### src/rtl/inst_mem_arbiter.sv
// inst_mem_arbiter
//   Gives the core fetch path and the I2C programming port shared use of the
//   single-port instruction memory. Every access is a fixed three-cycle
//   sequence: grant, access, response. The arbiter also makes the core halt
//   signal from the synchronized program-mode pad.
//
// Ports
//   i_clk, i_rst        clock; asynchronous active-high reset
//   i_prog_mode         async pad: 1 = programming, 0 = running
//   i_fetch_req/addr    fetch request (level, held until o_fetch_valid)
//   o_fetch_valid/data  one-cycle fetch response and the fetched word
//   i_i2c_req/we/addr/wdata  I2C request (level, held until o_i2c_ack)
//   o_i2c_ack/err/rdata one-cycle I2C response; err marks a rejected write
//   o_mem_addr/we/wdata memory address, write strobe and write byte
//   i_mem_rdata         memory read data, one cycle after o_mem_addr
//   o_halt              core stall, registered synchronized program mode
module inst_mem_arbiter #(
  parameter int unsigned ADDR_W   = 8,
  parameter int unsigned DATA_W   = 32,
  parameter int unsigned WR_W     = 8,
  parameter int unsigned MAX_WAIT = 8
) (
  input  logic              i_clk,
  input  logic              i_rst,
  input  logic              i_prog_mode,
  input  logic              i_fetch_req,
  input  logic [ADDR_W-1:0] i_fetch_addr,
  output logic              o_fetch_valid,
  output logic [DATA_W-1:0] o_fetch_data,
  input  logic              i_i2c_req,
  input  logic              i_i2c_we,
  input  logic [ADDR_W-1:0] i_i2c_addr,
  input  logic [WR_W-1:0]   i_i2c_wdata,
  output logic              o_i2c_ack,
  output logic              o_i2c_err,
  output logic [WR_W-1:0]   o_i2c_rdata,
  output logic [ADDR_W-1:0] o_mem_addr,
  output logic              o_mem_we,
  output logic [WR_W-1:0]   o_mem_wdata,
  input  logic [DATA_W-1:0] i_mem_rdata,
  output logic              o_halt
);

  localparam int unsigned    CNT_W    = $clog2(MAX_WAIT + 1);
  localparam logic [CNT_W-1:0] WAIT_MAX = CNT_W'(MAX_WAIT);

  typedef enum logic [1:0] {IDLE, ACCESS, RESP, REJECT} state_t;

  state_t           state, state_d;
  logic             pm_meta, pm_s;
  logic             cur_i2c;
  logic [CNT_W-1:0] wait_cnt, wait_d;
  logic             grant_fetch, grant_i2c, reject;
  logic             rd_pending;

  // Next-state and grant decision; mode is only looked at in IDLE so a
  // mode change never disturbs a transaction already in flight.
  always_comb begin
    state_d     = state;
    grant_fetch = 1'b0;
    grant_i2c   = 1'b0;
    reject      = 1'b0;
    case (state)
      IDLE: begin
        if (pm_s) begin
          if (i_i2c_req) begin
            grant_i2c = 1'b1;
            state_d   = ACCESS;
          end
        end else if (i_i2c_req && i_i2c_we) begin
          reject  = 1'b1;
          state_d = REJECT;
        end else if (i_i2c_req && (wait_cnt == WAIT_MAX || !i_fetch_req)) begin
          grant_i2c = 1'b1;
          state_d   = ACCESS;
        end else if (i_fetch_req) begin
          grant_fetch = 1'b1;
          state_d     = ACCESS;
        end
      end
      ACCESS:  state_d = RESP;
      RESP:    state_d = IDLE;
      REJECT:  state_d = IDLE;
      default: state_d = IDLE;
    endcase
  end

  // The read that is already being served is not "waiting".
  assign rd_pending = i_i2c_req && !i_i2c_we &&
                      !(cur_i2c && (state == ACCESS || state == RESP));

  always_comb begin
    wait_d = wait_cnt;
    if (pm_s || !i_i2c_req || grant_i2c) begin
      wait_d = '0;
    end else if (rd_pending && wait_cnt != WAIT_MAX) begin
      wait_d = wait_cnt + CNT_W'(1);
    end
  end

  always_ff @(posedge i_clk or posedge i_rst) begin
    if (i_rst) begin
      state    <= IDLE;
      wait_cnt <= '0;
    end else begin
      state    <= state_d;
      wait_cnt <= wait_d;
    end
  end

  always_ff @(posedge i_clk or posedge i_rst) begin
    if (i_rst) begin
      pm_meta       <= 1'b0;
      pm_s          <= 1'b0;
      o_halt        <= 1'b0;
      cur_i2c       <= 1'b0;
      o_fetch_valid <= 1'b0;
      o_fetch_data  <= '0;
      o_i2c_ack     <= 1'b0;
      o_i2c_err     <= 1'b0;
      o_i2c_rdata   <= '0;
      o_mem_addr    <= '0;
      o_mem_we      <= 1'b0;
      o_mem_wdata   <= '0;
    end else begin
      pm_meta       <= i_prog_mode;
      pm_s          <= pm_meta;
      o_halt        <= pm_s;
      o_fetch_valid <= 1'b0;
      o_i2c_ack     <= 1'b0;
      o_i2c_err     <= 1'b0;
      o_mem_we      <= 1'b0;
      if (grant_fetch) begin
        o_mem_addr <= i_fetch_addr;
        cur_i2c    <= 1'b0;
      end
      if (grant_i2c) begin
        o_mem_addr  <= i_i2c_addr;
        o_mem_we    <= i_i2c_we;
        o_mem_wdata <= i_i2c_wdata;
        cur_i2c     <= 1'b1;
      end
      if (reject) begin
        o_i2c_ack <= 1'b1;
        o_i2c_err <= 1'b1;
      end
      // Capture at the end of ACCESS; the pulse then covers the RESP cycle.
      if (state == ACCESS) begin
        if (cur_i2c) begin
          o_i2c_ack   <= 1'b1;
          o_i2c_rdata <= i_mem_rdata[WR_W-1:0];
        end else begin
          o_fetch_valid <= 1'b1;
          o_fetch_data  <= i_mem_rdata;
        end
      end
    end
  end

endmodule
### config.mk
export PLATFORM = sky130hd
export DESIGN_NAME = inst_mem_arbiter
export DESIGN_NICKNAME = d
export VERILOG_FILES = /design/src/rtl/inst_mem_arbiter.sv
export SDC_FILE = /design/constraint.sdc
export NUM_CORES = 1
export LEC_CHECK = 0
export CAP_MARGIN = 20
export CORE_UTILIZATION = 38
export DETAILED_ROUTE_END_ITERATION = 10
export HOLD_SLACK_MARGIN = 0.1
export PLACE_DENSITY = 0.76
export SLEW_MARGIN = 10
export SYNTH_ARGS = -nofsm -noshare
export SYNTH_HDL_FRONTEND = slang
export SYNTH_SLANG_ARGS = --single-unit
### constraint.sdc
create_clock -name i_clk -period 2.1 [get_ports i_clk]
set_clock_uncertainty 0.2 [all_clocks]
set_input_delay 0.315 -clock i_clk [delete_from_list [all_inputs] [get_ports i_clk]]
set_output_delay 0.315 -clock i_clk [all_outputs]
set_load 0.02 [all_outputs]
==> metrics.md, run 1 <==
| Metric | Value |
|---|---|
| Status | `finished clean` |
| VDD IR max | `0.811 mV` |
| Synth cell types | `31` |
| Leakage | `1.91 nW` |
| Starting density of the core | `39.7%` |
| CTS Buffer Depth | `2` |
| Post-synthesis mux area share | `18.7%` |
| Post-route minimum period | `1.98 ns` |
| Share of post-route cells with drive strength above 1 | `22.8%` |
| Final GP Congestion | `0.800` |
| Cells after Synth | `206` |
| Hold Violations, Final | `0` |
| Routed vias/inst | `4.96` |
| WL/cell | `14.8 µm` |
| CP arrival | `1.99 ns` |
| Via count | `2206` |
| Min-Delay Path Class | `reg2reg` |
| Cells on worst reg2reg path | `6` |
| Main combinational cell family by area after synthesis | `multiplexers` |
| Port buffer count | `122` |
| CTS tree | `yes` |
| Antenna diodes | `0` |
| Max Cap Violations | `0` |
| Compound-Gate Fraction of Synth Area | `9.63%` |
| Post-synthesis adder-cell area fraction | `1.73%` |
| Endpoints failing setup | `0` |
| Initial DRT Pass Iterations | `4` |
| Worst-path clk slew | `0.07 ns` |
| Commonest cells after routing, fill and taps aside | `clkdlybuf4s50_1, dfrtp_1, mux2_2` |
| Rows | `31` |
| Post-Synth Simple-Gate Area | `5.57%` |
| Htree depth | `3` |
| Crit Path Max Fanout | `10` |
| Commonest non-fill, non-tap cell in the layout | `clkdlybuf4s50_1` |
| Num CTS Buffers | `9` |
| Final core utilization | `62.4%` |
| CP endpoint kind | `flop` |
| I/O pins | `123` |
| Die ar. | `7980 µm²` |
| DRC viols | `0` |
| Largest net degree at the start of global routing | `71` |
| Fin Setup TNS | `0 ns` |
| RSZ-0062 raised after global routing | `false` |
| Final ANT Viol Nets | `0` |
| WS Path Type | `reg2reg` |
| Overall power | `0.00649 W` |
| Core footprint | `7290 µm²` |
| Synth Cell Area | `2900 µm²` |
| Initial antenna violation count | `0` |
| Crit path required time | `2.11 ns` |
| # nets final | `410` |
| Mapped Nets | `272` |
| P per Cell Area | `1430 nW/µm²` |
| Die Y | `89.3 µm` |
| Hold Path Depth | `0` |
| Root Buffer | `clkbuf_8` |
| Global route overflow | `0` |
| #FFs+latches synth | `70` |
| Max Freq | `505 MHz` |
| DP HPWL | `4.74 mm` |
| Synth Area in XOR/XNOR | `0%` |
| Actual slew at the worst max-slew pin | `0.634 ns` |
| Vias in the first global route | `2371` |
| Setup crit start kind | `flop` |
| Total GRT Usage | `17.8%` |
| Latest clock arrival within the worst-skew pair | `0.33 ns` |
| Clk sinks | `70` |
| Ys Warns | `0` |
| Global-route wire length before repair | `10.6 mm` |
| Routed wire length | `6.60 mm` |
| Hold-fix buffers, CTS | `0` |
| Synthesis-to-finish area growth | `57.1%` |
| Die X | `89.3 µm` |
| Max Transition Viols Final | `0` |
| Share of the yosys chip area belonging to registers | `60.5%` |
| Syn Area/Cell | `14.1 µm²` |
| Slew HR | `57.6%` |
| Final Cycle Share | `94.3%` |
| DR iter-0 viols | `78` |
## Yosys cell counts, drive strengths merged
library cell	n	area share [%]
o21bai	1	0.26
nand2	5	0.65
and2	2	0.43
nand3	1	0.17
a21oi	2	0.35
and2b	2	0.52
nand4b	2	0.60
nand3b	1	0.26
mux2	48	19
nand2b	3	0.65
nand4	3	0.65
o21ai	1	0.17
a221o	8	2.8
a211oi	5	1.7
dfrtp	70	60
nor2b	3	0.65
o31ai	4	1.0
and4	1	0.30
nor2	1	0.13
and3b	1	0.30
ha	4	1.7
a2bb2oi	1	0.30
clkbuf	4	0.52
o31a	2	0.60
inv	16	2.1
or4	1	0.26
buf	6	1.3
a2111oi	8	2.4
## metrics by stage
step	instances	worst slack (ns)	hold slack [ns]	instance area, µm²
after CTS	445	0.0674	0.151	4540
final	445	0.120	0.149	4550
after global routing	445	0.0207	0.174	4550
after floorplan	206	0.164	0.131	2900
after detailed placement	432	-0.108	0.135	4350
after global placement	432	-0.0627	0.132	4350
## layer usage
metal | share of wire (%) | track usage, % | vias up
li1 | - | - | 1024
met1 | 40 | 20.8 | 1089
met2 | 50 | 30.4 | 82
met3 | 8.1 | 6.83 | 11
met4 | 1.6 | 5.77 | 0
met5 | 0 | 0 | -
## state kept, by name, summed over array words and instances, names as in the netlist, 2 cells and up
name and count:
wait_cnt 4, o_i2c_rdata 8, o_mem_wdata 8, o_fetch_data 32
state 2, o_mem_addr 8
## timing repair
| item | 4_1_cts | 5_1_grt |
|---|---|---|
| buffers inserted | 0 | 0 |
| gates resized for setup | 0 | 4 |
| setup endpoints to repair | 0 | 4 |
## worst paths after layout
path,slack [ns],to,from
worst max-delay path,0.12,o_mem_wdata[0],wait_cnt[0]
max in group asynchronous,1.18,wait_cnt[1],i_rst
worst min register to register,0.15,pm_s,pm_meta
worst max register to register,0.12,o_mem_wdata[0],wait_cnt[0]
worst min-delay path,0.15,pm_s,pm_meta
min in group asynchronous,0.23,o_fetch_data[24],i_rst
## cell families after synthesis
family                     Yosys count
DFF                                 70
muxes                               48
AOI/OAI and AO/OA                   32
buffers and inverters               26
and+or+nand+nor                     26
adders and majority gates            4
## worst max-delay path: stages, from the launching register on
cell	delay [ns]
dfrtp_1	0.41
inv_1	0.09
ha_1	0.21
nand3b_1	0.17
a211oi_4	0.29
buf_12	0.16
mux2_2	0.33
## report_power, final
group          internal, W  leakage (nW)  total [W]  switching, W
Combinational      0.00172         0.955    0.00315       0.00143
Sequential         0.00195         0.852    0.00225      0.000307
Clock             0.000627         0.100    0.00108      0.000458
Total              0.00429          1.91    0.00649       0.00220
## final cells by class
class | count | area, µm²
Fill cell | 610 | 2740
Sequential cell | 70 | 1750
Timing Repair Buffer | 137 | 1370
Multi-Input combinational cell | 110 | 1040
Clock buffer | 12 | 165
Tap cell | 99 | 124
Inverter | 16 | 63.8
Clock inverter | 1 | 30.0
No activity file was read; power rests on OpenSTA's default activity.
==> inputs of run 2 (changes only) <==
Settings changed: CORE_ASPECT_RATIO from default to 0.75, HOLD_SLACK_MARGIN 0.1 to 0.06.
==> metrics.md, run 2 (synthesis gave the netlist of run 1 again) <==
| Metric | Value |
|---|---|
| Clk sinks | `70 (unchanged)` |
| Core footprint | `7360 µm² (+1.0%)` |
| P per Cell Area | `1430 nW/µm² (+0.53%)` |
| Max Freq | `501 MHz (-0.70%)` |
| Share of post-route cells with drive strength above 1 | `23.4% (+0.60 points)` |
| Final ANT Viol Nets | `0 (unchanged)` |
| Vias in the first global route | `2243 (-5.4%)` |
| Root Buffer | `clkbuf_8` |
| DP HPWL | `5.02 mm (+5.9%)` |
| Most flops, register | `o_fetch_data` |
| Worst hold slack | `0.153 ns (+0.00472 ns)` |
| Global-route wire length before repair | `11.2 mm (+5.4%)` |
| Hold Path Depth | `0 (unchanged)` |
| Final GP Congestion | `0.855 (+6.8%)` |
| Endpoint, Worst Hold | `pm_s` |
| Status | `finished clean` |
| Port buffer count | `122 (unchanged)` |
| CTS tree | `yes` |
| Initial antenna violation count | `0 (unchanged)` |
| I/O pins | `123 (unchanged)` |
| R2R setup slack | `0.11 ns (about the same)` |
| Num CTS Buffers | `9 (unchanged)` |
| Final Cycle Share | `95.0% (+0.67 points)` |
| Die Y | `77.6 µm (-13%)` |
| Post-route minimum period | `1.99 ns (+0.0140 ns)` |
| Cells on worst reg2reg path | `7 (+1)` |
| Commonest non-fill, non-tap cell in the layout | `clkdlybuf4s50_1` |
| Antenna diodes | `0 (unchanged)` |
| GR Layer Usage met1 | `25.7% (+4.9 points)` |
| Slowest stage cell, crit path | `dfrtp_1` |
| Die ar. | `7980 µm² (about the same)` |
| Number of flip-flops in the largest register | `32 (unchanged)` |
| VDD IR max | `0.698 mV (-14%)` |
| Hold Violations, Final | `0 (unchanged)` |
| Met3 Use GR | `7.21% (+0.37 points)` |
| Leakage | `1.92 nW (+0.76%)` |
| Place WS | `-0.159 ns (-0.0508 ns)` |
| Total GRT Usage | `18.7% (+0.90 points)` |
| Actual slew at the worst max-slew pin | `0.437 ns (-0.196 ns)` |
| RSZ-0062 raised after global routing | `false` |
| Die X | `103 µm (+15%)` |
| WS Path Type | `reg2reg` |
| WL/cell | `15.1 µm (+2.0%)` |
| Grt met2 use | `26.7% (-3.7 points)` |
| Endpoints failing setup | `0 (unchanged)` |
| Busiest layer in global routing | `met2` |
| Htree depth | `3 (unchanged)` |
| Crit Path Max Fanout | `10 (unchanged)` |
| Starting density of the core | `39.3% (-0.39 points)` |
| Largest net degree at the start of global routing | `71 (unchanged)` |
| Via count | `2185 (-0.95%)` |
| Crit path required time | `2.12 ns (about the same)` |
| CP arrival | `2.01 ns (+0.02 ns)` |
| Routed vias/inst | `4.84 (-2.3%)` |
| DRC viols | `0 (unchanged)` |
| DR iter-0 viols | `100 (+28%)` |
| R2r endpoint | `o_mem_wdata[5]` |
| # nets final | `411 (+0.24%)` |
| Min-Delay Path Class | `reg2reg` |
| CP endpoint kind | `flop` |
| Max stage delay on crit path | `0.39 ns (-0.02 ns)` |
| Commonest cells after routing, fill and taps aside | `clkdlybuf4s50_1, dfrtp_1, mux2_2` |
| Rows | `27 (-13%)` |
| Crit path cell chain | `inv_1 -> ha_1 -> nand3b_1 -> buf_4 -> a211oi_4 -> buf_12 -> mux2_2` |
| Hold-fix buffers, CTS | `0 (unchanged)` |
| Initial DRT Pass Iterations | `4 (unchanged)` |
| CTS Buffer Depth | `2 (unchanged)` |
| HP Start | `pm_meta` |
| Worst-path clk slew | `0.07 ns (about the same)` |
| FF-to-FF Start | `wait_cnt[0]` |
| Global route overflow | `0 (unchanged)` |
| Routed wire length | `6.83 mm (+3.3%)` |
| Latest clock arrival within the worst-skew pair | `0.34 ns (about the same)` |
| Post-route setup slack | `0.106 ns (-0.0140 ns)` |
| Max Cap Violations | `0 (unchanged)` |
| Setup crit start kind | `flop` |
| Synthesis-to-finish area growth | `58.2%` |
| Slew HR | `70.1% (+12 points)` |
| Max Transition Viols Final | `0 (unchanged)` |
[run 2: changes by cell type in the layout (fill, tap and decap cells not counted), sizes merged]
cell    change
buf         +1
bufinv      +1
clkinv      +2
[run 2: stage by stage]
step	setup TNS (ns)	cell area (µm²)	instances	total power (W)	util, %
2_1_floorplan	0	2900	206	0.00388	-
3_3_place_gp	-0.891	4350	434	0.00537	59.1
3_5_place_dp	-1.21	4350	434	0.00546	59.1
4_1_cts	0	4570	450	0.00666	62.0
5_1_grt	0	4580	451	0.00697	62.2
6_report	0	4580	451	0.00657	62.2
[run 2: critical path: cells and delay by family, from the launching register on]
family,cells,cell delay (ns)
mux,1,0.33
compound gates,1,0.24
fa+ha+maj,1,0.17
simple gates,1,0.11
flops,1,0.39
buf+inv,3,0.42
[run 2: what timing repair did]
action,CTS,global route
setup endpoints to repair,0,20
setup buffers,0,1
resized for setup,0,3
[run 2: final cells by class]
type                       instances  area (µm²)
fill                             628        2780
timing repair buffer             138        1380
clock buffer                      12         145
tap                              101         126
sequential                        70        1750
clock inverter                     4        70.1
inverter                          16        63.8
multi-input combinational        110        1050
[run 2: worst max-delay path by stage]
stage,from,endpoint,slack [ns],cells past startpoint
floorplan,state[0],o_mem_wdata[0],0.16,6
finish,wait_cnt[0],o_mem_wdata[5],0.11,7
global route,wait_cnt[1],o_mem_wdata[7],0.001,7
detailed placement,i_fetch_req,o_mem_addr[5],-0.16,5
global placement,i_fetch_req,o_mem_addr[7],-0.08,5
CTS,wait_cnt[0],o_mem_addr[2],0.01,6
[run 2: where the power goes]
| group | total, W | internal (W) | switching (W) |
|---|---|---|---|
| combinational | 0.00316 | 0.00171 | 0.00145 |
| sequential | 0.00225 | 0.00195 | 0.000307 |
| clock | 0.00116 | 0.000698 | 0.000457 |
| total | 0.00657 | 0.00436 | 0.00221 |
[run 2: per-layer routing]
| metal | vias to the layer above | routed length (µm) |
|---|---|---|
| li1 | 1026 | - |
| met1 | 1078 | 3080 |
| met2 | 71 | 3160 |
| met3 | 10 | 488 |
| met4 | 0 | 94 |
| met5 | - | 0 |
